**config.mk**
```make
export PLATFORM = sky130hd
export DESIGN_NAME = fp_add_issue_flat
export DESIGN_NICKNAME = d
export VERILOG_FILES = /design/src/rtl/fp_pkg.sv /design/src/rtl/fp_add_issue_if.sv /design/src/rtl/fp_pair_fifo.sv /design/src/rtl/fp_add_issue.sv /design/src/flat_wrapper.sv
export SDC_FILE = /design/constraint.sdc
export NUM_CORES = 1
export LEC_CHECK = 0
export ABC_AREA = 0
export CAP_MARGIN = 20
export CORE_MARGIN = 2
export CORE_UTILIZATION = 54
export CTS_CLUSTER_DIAMETER = 150
export CTS_CLUSTER_SIZE = 40
export DETAILED_ROUTE_END_ITERATION = 6
export PLACE_DENSITY = 0.79
export SYNTH_ARGS = -nofsm -noshare
export SYNTH_HDL_FRONTEND = slang
export SYNTH_SLANG_ARGS = --single-unit
```
**constraint.sdc**
```tcl
create_clock -name clk -period 2.8 [get_ports clk]
set_input_delay 0.56 -clock clk [delete_from_list [all_inputs] [get_ports clk]]
set_output_delay 0.56 -clock clk [all_outputs]
set_load 0.005 [all_outputs]
```
**src/rtl/fp_pkg.sv**
```systemverilog
// Shared definitions for the floating-point adder issue stage.
// Holds IEEE-754 single-precision field positions, the timeout result word,
// the issue FSM state encoding, the buffered operand pair type and the
// special-operand classifier.
package fp_pkg;

  localparam int          EXP_MSB  = 30;
  localparam int          EXP_LSB  = 23;
  localparam logic [7:0]  EXP_ALL1 = 8'hFF;
  localparam logic [31:0] QNAN     = 32'h7FC00000;

  typedef enum logic [1:0] {IDLE, ISSUE, WAIT, HOLD} state_t;

  typedef struct packed {
    logic [31:0] a;
    logic [31:0] b;
  } pair_t;

  // Inf or NaN: the exponent field is all ones.
  function automatic logic is_special(input logic [31:0] word);
    return word[EXP_MSB:EXP_LSB] == EXP_ALL1;
  endfunction

endpackage

```
**src/rtl/fp_add_issue_if.sv**
```systemverilog
// Handshake bundle around the adder issue stage.
// Carries the operand-pair input stream, the adder start/done interface and
// the result output stream. slave = issue stage, master = its environment.
interface fp_add_issue_if;

  logic        in_valid;
  logic        in_ready;
  logic [31:0] in_a;
  logic [31:0] in_b;

  logic [31:0] add_a;
  logic [31:0] add_b;
  logic        add_available;
  logic        add_exception;
  logic [31:0] add_sum;
  logic        add_done;

  logic        out_valid;
  logic        out_ready;
  logic [31:0] out_sum;
  logic        out_exc;
  logic        out_timeout;

  modport slave (
    input  in_valid, in_a, in_b, add_sum, add_done, out_ready,
    output in_ready, add_a, add_b, add_available, add_exception,
           out_valid, out_sum, out_exc, out_timeout
  );

  modport master (
    output in_valid, in_a, in_b, add_sum, add_done, out_ready,
    input  in_ready, add_a, add_b, add_available, add_exception,
           out_valid, out_sum, out_exc, out_timeout
  );

endinterface

```
**src/rtl/fp_pair_fifo.sv**
```systemverilog
// DEPTH-entry synchronous FIFO of 64-bit operand pairs with occupancy level.
// Ports: clk/reset (sync, active-low), push/wdat, pop/rdat (head is visible
// combinationally), full, empty, level. Caller must not push when full or pop when empty.
module fp_pair_fifo
  import fp_pkg::*;
#(
  parameter int DEPTH = 4
) (
  input  logic                   clk,
  input  logic                   reset,
  input  logic                   push,
  input  logic                   pop,
  input  pair_t                  wdat,
  output pair_t                  rdat,
  output logic                   full,
  output logic                   empty,
  output logic [$clog2(DEPTH):0] level
);

  localparam int AW = $clog2(DEPTH);

  pair_t         mem [DEPTH];
  logic [AW-1:0] wptr;
  logic [AW-1:0] rptr;

  // DEPTH is a power of two, so the pointers wrap naturally.
  always_ff @(posedge clk) begin
    if (!reset) begin
      wptr  <= '0;
      rptr  <= '0;
      level <= '0;
    end else begin
      if (push) wptr <= wptr + 1'b1;
      if (pop)  rptr <= rptr + 1'b1;
      case ({push, pop})
        2'b10:   level <= level + 1'b1;
        2'b01:   level <= level - 1'b1;
        default: ;
      endcase
    end
  end

  always_ff @(posedge clk) begin
    if (push) mem[wptr] <= wdat;
  end

  assign rdat  = mem[rptr];
  assign full  = (level == (AW+1)'(DEPTH));
  assign empty = (level == '0);

endmodule

```
**src/rtl/fp_add_issue.sv**
```systemverilog
// Issue stage in front of the FP adder: buffers operand pairs, issues one at a
// time, waits for done (or a watchdog timeout) and returns the result.
// Ports: clk, reset (sync, active-low), bus (in/adder/out streams), busy, fifo_level.
module fp_add_issue #(
  parameter int          DEPTH   = 4,
  parameter int          TIMEOUT = 64,
  parameter logic [31:0] QNAN    = fp_pkg::QNAN
) (
  input  logic                   clk,
  input  logic                   reset,
  fp_add_issue_if.slave          bus,
  output logic                   busy,
  output logic [$clog2(DEPTH):0] fifo_level
);

  import fp_pkg::*;

  // Watchdog only needs to reach TIMEOUT-1.
  localparam int WW = (TIMEOUT > 2) ? $clog2(TIMEOUT) : 1;

  state_t        state, state_nxt;
  logic [WW-1:0] wd, wd_nxt;
  logic          push, pop, fifo_full, fifo_empty;
  logic          fin, fin_tmo;
  pair_t         in_pair, head;

  logic [31:0]   add_a_q, add_b_q, out_sum_q;
  logic          add_exc_q, out_exc_q, out_tmo_q;

  assign in_pair = '{a: bus.in_a, b: bus.in_b};
  assign push    = bus.in_valid & ~fifo_full;

  fp_pair_fifo #(.DEPTH(DEPTH)) u_fifo (
    .clk   (clk),
    .reset (reset),
    .push  (push),
    .pop   (pop),
    .wdat  (in_pair),
    .rdat  (head),
    .full  (fifo_full),
    .empty (fifo_empty),
    .level (fifo_level)
  );

  always_comb begin
    state_nxt = state;
    wd_nxt    = wd;
    pop       = 1'b0;
    fin       = 1'b0;
    fin_tmo   = 1'b0;
    case (state)
      // A done still high from a previous (possibly timed-out) pair blocks
      // issue, so a late done can never be credited to the next pair.
      IDLE: begin
        if (!fifo_empty && !bus.add_done) begin
          pop       = 1'b1;
          state_nxt = ISSUE;
        end
      end
      ISSUE: begin
        wd_nxt    = '0;
        state_nxt = WAIT;
      end
      WAIT: begin
        if (bus.add_done) begin
          fin       = 1'b1;
          state_nxt = HOLD;
        end else begin
          wd_nxt = wd + 1'b1;
          // ISSUE plus TIMEOUT-1 WAIT cycles, then the result is forced.
          if (wd_nxt == WW'(TIMEOUT - 1)) begin
            fin       = 1'b1;
            fin_tmo   = 1'b1;
            state_nxt = HOLD;
          end
        end
      end
      HOLD: begin
        if (bus.out_ready) state_nxt = IDLE;
      end
      default: state_nxt = IDLE;
    endcase
  end

  always_ff @(posedge clk) begin
    if (!reset) begin
      state     <= IDLE;
      wd        <= '0;
      add_a_q   <= '0;
      add_b_q   <= '0;
      add_exc_q <= 1'b0;
      out_sum_q <= '0;
      out_exc_q <= 1'b0;
      out_tmo_q <= 1'b0;
    end else begin
      state <= state_nxt;
      wd    <= wd_nxt;
      if (pop) begin
        add_a_q   <= head.a;
        add_b_q   <= head.b;
        add_exc_q <= is_special(head.a) | is_special(head.b);
      end
      if (fin) begin
        out_sum_q <= fin_tmo ? QNAN : bus.add_sum;
        out_exc_q <= add_exc_q;
        out_tmo_q <= fin_tmo;
      end
    end
  end

  assign bus.in_ready      = ~fifo_full;
  assign bus.add_a         = add_a_q;
  assign bus.add_b         = add_b_q;
  assign bus.add_exception = add_exc_q;
  assign bus.add_available = (state == ISSUE);
  assign bus.out_valid     = (state == HOLD);
  assign bus.out_sum       = out_sum_q;
  assign bus.out_exc       = out_exc_q;
  assign bus.out_timeout   = out_tmo_q;
  assign busy              = (state != IDLE);

endmodule
```
**src/flat_wrapper.sv**
```systemverilog
// flat-port wrapper written by rule: the top's interface ports become plain ports
module fp_add_issue_flat import fp_pkg::*;
#(
  parameter int          DEPTH   = 4,
  parameter int          TIMEOUT = 64,
  parameter logic [31:0] QNAN    = fp_pkg::QNAN
)
  (clk, reset, busy, fifo_level, bus_in_valid, bus_in_a, bus_in_b, bus_add_sum, bus_add_done, bus_out_ready, bus_in_ready, bus_add_a, bus_add_b, bus_add_available, bus_add_exception, bus_out_valid, bus_out_sum, bus_out_exc, bus_out_timeout);
  fp_add_issue_if bus_i ();
  input  logic clk;
  input  logic reset;
  output logic busy;
  output logic [$clog2(DEPTH):0] fifo_level;
  input wire logic [$bits(bus_i.in_valid)-1:0] bus_in_valid;
  input wire logic [$bits(bus_i.in_a)-1:0] bus_in_a;
  input wire logic [$bits(bus_i.in_b)-1:0] bus_in_b;
  input wire logic [$bits(bus_i.add_sum)-1:0] bus_add_sum;
  input wire logic [$bits(bus_i.add_done)-1:0] bus_add_done;
  input wire logic [$bits(bus_i.out_ready)-1:0] bus_out_ready;
  output wire logic [$bits(bus_i.in_ready)-1:0] bus_in_ready;
  output wire logic [$bits(bus_i.add_a)-1:0] bus_add_a;
  output wire logic [$bits(bus_i.add_b)-1:0] bus_add_b;
  output wire logic [$bits(bus_i.add_available)-1:0] bus_add_available;
  output wire logic [$bits(bus_i.add_exception)-1:0] bus_add_exception;
  output wire logic [$bits(bus_i.out_valid)-1:0] bus_out_valid;
  output wire logic [$bits(bus_i.out_sum)-1:0] bus_out_sum;
  output wire logic [$bits(bus_i.out_exc)-1:0] bus_out_exc;
  output wire logic [$bits(bus_i.out_timeout)-1:0] bus_out_timeout;
  assign bus_i.in_valid = bus_in_valid;
  assign bus_i.in_a = bus_in_a;
  assign bus_i.in_b = bus_in_b;
  assign bus_i.add_sum = bus_add_sum;
  assign bus_i.add_done = bus_add_done;
  assign bus_i.out_ready = bus_out_ready;
  assign bus_in_ready = bus_i.in_ready;
  assign bus_add_a = bus_i.add_a;
  assign bus_add_b = bus_i.add_b;
  assign bus_add_available = bus_i.add_available;
  assign bus_add_exception = bus_i.add_exception;
  assign bus_out_valid = bus_i.out_valid;
  assign bus_out_sum = bus_i.out_sum;
  assign bus_out_exc = bus_i.out_exc;
  assign bus_out_timeout = bus_i.out_timeout;
  fp_add_issue #(.DEPTH(DEPTH), .TIMEOUT(TIMEOUT), .QNAN(QNAN)) u_core (.clk(clk), .reset(reset), .bus(bus_i), .busy(busy), .fifo_level(fifo_level));
endmodule
```
* Word-level counts from Yosys, hierarchy flattened
Memory sizes are Yosys's and may differ from the RTL's. A register that Yosys moved wholly into a read port is not among the register bits. Cells that the tools add are included.
Operators by class: bitwise gates (word level) 3, mux-type cells 20, eq/ne operators 13, reductions and logical operators 10, $add $sub $neg 5
Operators by type and width (count):
- $mux 32 | 1
- $eq 8x8->1 const B | 2
- $mux 2 | 6
- $pmux 6 s2 | 1
- $mux 1 | 9
- $pmux 2 s4 | 1
- $add 6x1->6 const B | 1
- $eq 2x2->1 const B | 3
- $eq 6x6->1 const B | 1
- $mux 6 | 1
- $pmux 3 s2 | 1
- $reduce_bool 2->1 | 3
- $add 2x1->2 const B | 2
- $eq 2x1->1 const B | 2
- $ne 2x2->1 const B | 2
- $add 3x1->3 const B | 1
- $eq 3x3->1 const B | 1
- $logic_not 3->1 | 1
- $ne 3x2->1 const B | 1
- $reduce_and 3->1 | 1
- $sub 3x1->3 const B | 1
- $logic_not 1->1 | 2
- $logic_not 2->1 | 1
- $ne 2x1->1 const B | 1
- other kinds (5) | 5
Storage, ports and cells: flip-flop bits (word level) 114, bits of input ports 101, output and inout port bits 106, memories 1, logic and storage cells 63, memory bits (writable) 256
Memories:
- u_core.u_fifo.mem | words 4, bits a word 64, rd ports 1, clocked after Yosys merged registers in 1, wr ports 1, RTL line fp_pair_fifo.sv:22 | pair_t mem [DEPTH];

* Logic depth before layout (Yosys ltp)
word-level depth 7, depth in mapped cells 11

* By module
Synthesis repeated with hierarchy kept, for this count alone.
Unflattened totals: cell total of the unflattened synthesis 889, area total of the unflattened synthesis 13875.8 um^2
By module, submodules not included:
- fp_pair_fifo | area an instance 9760.6 um^2, cells each 380, instances 1, sequential area each 7867.5 um^2
- fp_add_issue | area an instance 4115.2 um^2, cells each 509, instances 1, sequential area each 2142.1 um^2

* Worst setup path after synthesis
OpenSTA, ideal clock, no wires.
kind register -> register, start reg u_core.u_fifo.level[0], end mem u_core.u_fifo.mem[0][0] in the netlist's numbering (enable), clock period less this slack 2.636 ns, arrival 2.207 ns, required time 2.371 ns, stages on the path, launching flop included 4, library setup time 0.429 ns, path slack 0.164 ns, cells stage by stage dfxtp_1 > inv_1 > nand3_1 > and3_1
Between the ends: word-level cells in the longest chain between the ends 5
RTL lines:
- start: declaration | RTL line fp_pair_fifo.sv:17 | output logic [$clog2(DEPTH):0] level
- start signal: assignment | RTL line fp_pair_fifo.sv:36 | 2'b10: level <= level + 1'b1;
- start signal: assignment | RTL line fp_pair_fifo.sv:37 | 2'b01: level <= level - 1'b1;
- $eq 3x3->1 | RTL line fp_pair_fifo.sv:48 | assign full = (level == (AW+1)'(DEPTH));
- $not 1->1
- named net bus_in_ready | RTL line flat_wrapper.sv:20 | output wire logic [$bits(bus_i.in_ready)-1:0] bus_in_ready;
- $and 1x1->1 | RTL line fp_add_issue.sv:31 | assign push = bus.in_valid & ~fifo_full;
- $mux 1 | RTL line fp_pair_fifo.sv:44 | if (push) mem[wptr] <= wdat;
- $mux 1 (implied by the code) | RTL line fp_pair_fifo.sv:44
- end: declaration | RTL line fp_pair_fifo.sv:22
The timed path passes the listed nets, and every way through them passes these cells.

* Final worst setup path
start reg u_core.state[0], end out busy
Between the ends: word-level cells in the longest chain between the ends 1
RTL lines:
- start: declaration | RTL line fp_add_issue.sv:21 | state_t state, state_nxt;
- start signal: assignment | RTL line fp_add_issue.sv:96 | state <= state_nxt;
- $reduce_bool 2->1 | RTL line fp_add_issue.sv:120 | assign busy = (state != IDLE);
- end: declaration | RTL line flat_wrapper.sv:12 | output logic busy;
Every way passes these cells.

==> impl_metrics.csv <==
group,metric,value,unit
synthesis,synthTopCellsByArea,"edfxtp_1 57%, dfxtp_1 17%, mux4_2 11%, nand2_1 4.0%, o221a_1 2.7%",
synthesis,synth_seq_cells,372,
worst_setup_path,crit_type,"reg -> out",
timing,setup_viol,0,
global_routing,grt_util_all_layers,0.203,
synthesis,async_reset_ff_frac,0,
cells_and_area,finalNonFillerCells,1348,
die,die_h,163,microns
min_path,holdCritPathClass,"reg -> reg",
route,num_vias,7521,
cells_and_area,regArea,10000,sq um
min_path,min_from,"u_core.bus.add_a[9]$_SDFFE_PN0P_",
synthesis,ys_types,41,
min_path,hold_end,"u_core.bus.add_a[9]$_SDFFE_PN0P_",
worst_setup_path,r2r_cells,6,
cts,cts_made_buffers,13,
route,remaining_drc_errors,0,
power,p_seq_frac,0.547,
route,via_per_inst,5.58,
route,antenna_left,0,
route,routed_wirelength,27.3,mm
power,clkPwrFrac,0.190,
global_routing,grt_first_pass_wirelength,42.0,mm
timing,hold_viol,0,
route,first_pass_iters,5,
power,p_leak,5.21,nW
die,coreArea,25000,sq um
cts,cts_repair_resize_count,0,
power,total_power,12.8,mW
place,io_buffer_count,206,
timing,skew,47.5,ps
die,initial_core_util,0.544,
cts,htreeDepth,1,
cts,cts_tree,"built",
die,core.rowCount,58,
timing,rsz0062_at_grt,"false",
job,maxCapViolations,0,
global_routing,grt_max_degree,79,
synthesis,yosysSeqAreaShare,0.737,
cts,cts_buffer_depth,3,
synthesis,synth_top_area_cell,"edfxtp_1",
place,dpl.cell_count,1326,
die,ioPinCount,207,
synthesis,synth_nets,933,
timing,holdWs,462,ps
die,die_x,163,microns
worst_setup_path,reg2reg_slack,490,ps
synthesis,synth_top_area_share,0.566,
synthesis,synth_area,13600,sq um
timing,min_period,2420,ps
worst_setup_path,start_kind,"register",
power,power_frac_comb,0.263,
route,met1_length,11.6,mm
route,drt_iter0_drc,518,
worst_setup_path,critPathArrivalTime,1860,ps
route,top_layer,"met5",
synthesis,yosys_most_used_dff,"edfxtp_1",
power,power_density,778,nW/um^2
timing,slew_viol_final,0,
worst_setup_path,cp-end-kind,"output pin",
die,dieArea,26400,sq um
cts,clkSinkCount,372,
place,gp_congestion,0.800,
power,peakVddDrop,0.540,mV
timing,fmax,413,MHz
timing,finalCritPeriodShare,0.866,
min_path,worstHoldPathCells,2,
global_routing,antenna_found_initial,2,
timing,fin_ws,376,ps
power,switchingPower,3.51,mW
place,place_ws,213,ps
cts,clock_latency,510,ps
worst_setup_path,rr_startpoint,"u_core.wd[0]$_SDFFE_PN0P_",
route,wl_per_cell,20.2,microns
synthesis,netlist_top_cells_count,"256 x edfxtp_1, 143 x nand2_1, 116 x dfxtp_1, 74 x a21oi_1, 64 x mux4_2",
cells_and_area,fin_nets,1124,
global_routing,overflow,0,
timing,relSlewSlack,0.355,
place,dp_hpwl,16.9,mm
cells_and_area,multi_input_area,3310,sq um
cells_and_area,syn2layout_area_growth,21.4,%
route,wl_met2,13.1,mm
cells_and_area,drive_above_1_share,0.109,
synthesis,synth_edf_count,256,
synthesis,post-synth-top-count-cell,"edfxtp_1",
cts,post_cts_buffers,0,
power,swShare,0.274,
timing,fin_setup_tns,0,ps
status,status,"completed",
synthesis,synth.avg_cell_area,16.6,sq um
cts,holdBufCountCts,0,
cells_and_area,nFillCells,1755,
route,met3_length,2.14,mm
power,p_int,9.32,mW
synthesis,ys_warn_count,0,
worst_setup_path,critical_path.max_fanout,4,
cts,clk_pin_slew,140,ps
timing,worst_pin_slew,968,ps
cts,root_buffer,"clkbuf_16",
worst_setup_path,required,2240,ps
worst_setup_path,r2r-end,"u_core.bus.out_sum[11]$_SDFFE_PN0P_",
synthesis,synthCells,820,
global_routing,grt_pass1_vias,7665,
-- registers in the layout, indices dropped and copies added, names as in the netlist, 3 cells and up, named ones only --
register and count:
u_core.u_fifo.mem 256, u_core.bus.add_a 32, u_core.bus.add_b 32, u_core.bus.out_sum 32, u_core.wd 6, u_core.u_fifo.level 3
-- cell families after synthesis --
kind of cell    Yosys count  synth area share
mux                      67             0.108
compound gates          122            0.0641
flops                   372             0.737
xor+xnor                  5           0.00322
fa+ha+maj                12            0.0116
simple gates            181            0.0545
buf+inv                  61            0.0212
-- through the flow --
| step | area [sq um] | utilization |
|---|---|---|
| global route | 16500 | 0.660 |
| finish | 16500 | 0.660 |
| floorplan | 13600 | - |
| detailed placement | 16100 | 0.645 |
| global placement | 16100 | 0.645 |
| CTS | 16500 | 0.660 |
-- routing by layer --
layer,up-vias,GRT usage
met3,29,0.0481
met1,3760,0.276
met5,-,0
met4,2,0.0414
met2,243,0.341
li1,3487,-
-- layout by cell type, fill, tap and decap left out, drive strengths merged, types with 15 or more instances in the layout --
| master | Yosys | routed |
|---|---|---|
| mux4 | 64 | 64 |
| nand2 | 143 | 143 |
| o221a | 34 | 34 |
| clkbuf | 22 | 20 |
| nor2 | 15 | 15 |
| edfxtp | 256 | 256 |
| a21oi | 75 | 75 |
| clkdlybuf4s50 | 0 | 206 |
| dfxtp | 116 | 116 |
| buf | 25 | 17 |
-- critical path, stage by stage, from the launching register on --
cell and delay, ps:
dfxtp_1 410, inv_1 90, ha_1 250, inv_1 90
clkdlybuf4s50_1 520
-- power groups by stage --
stage               Sequential, mW  Combinational [mW]  Clock (mW)
global route                  7.10                3.67        2.68
global placement              7.12                3.35           0
floorplan                     7.02                2.03           0
CTS                           7.03                3.43        2.50
finish                        7.02                3.38        2.43
detailed placement            7.15                3.41           0
-- worst max path at each step --
| stage | start | end | slack [ps] | depth (start not counted) |
|---|---|---|---|---|
| global route | u_core.state[0]$_SDFFE_PN0P_ | busy | 280 | 4 |
| global placement | bus_add_done | u_core.u_fifo.level[2]$_SDFFE_PN0P_ | 240 | 10 |
| detailed placement | bus_in_valid | u_core.u_fifo.level[2]$_SDFFE_PN0P_ | 210 | 9 |
| CTS | u_core.state[0]$_SDFFE_PN0P_ | busy | 370 | 4 |
| floorplan | u_core.u_fifo.level[0]$_SDFFE_PN0P_ | u_core.u_fifo.mem[0][0]$_DFFE_PP_ | 160 | 3 |
| finish | u_core.state[0]$_SDFFE_PN0P_ | busy | 380 | 4 |
-- area by class of cell --
type                            instances  share of cell area
Antenna cell                            1            0.000152
Clock inverter                          1             0.00182
Timing Repair Buffer                  223               0.140
Sequential cell                       372               0.608
Inverter                               14             0.00319
Tap cell                              330              0.0250
Multi-Input combinational cell        387               0.201
Clock buffer                           20              0.0213
No activity file was read; power rests on OpenSTA's default activity.
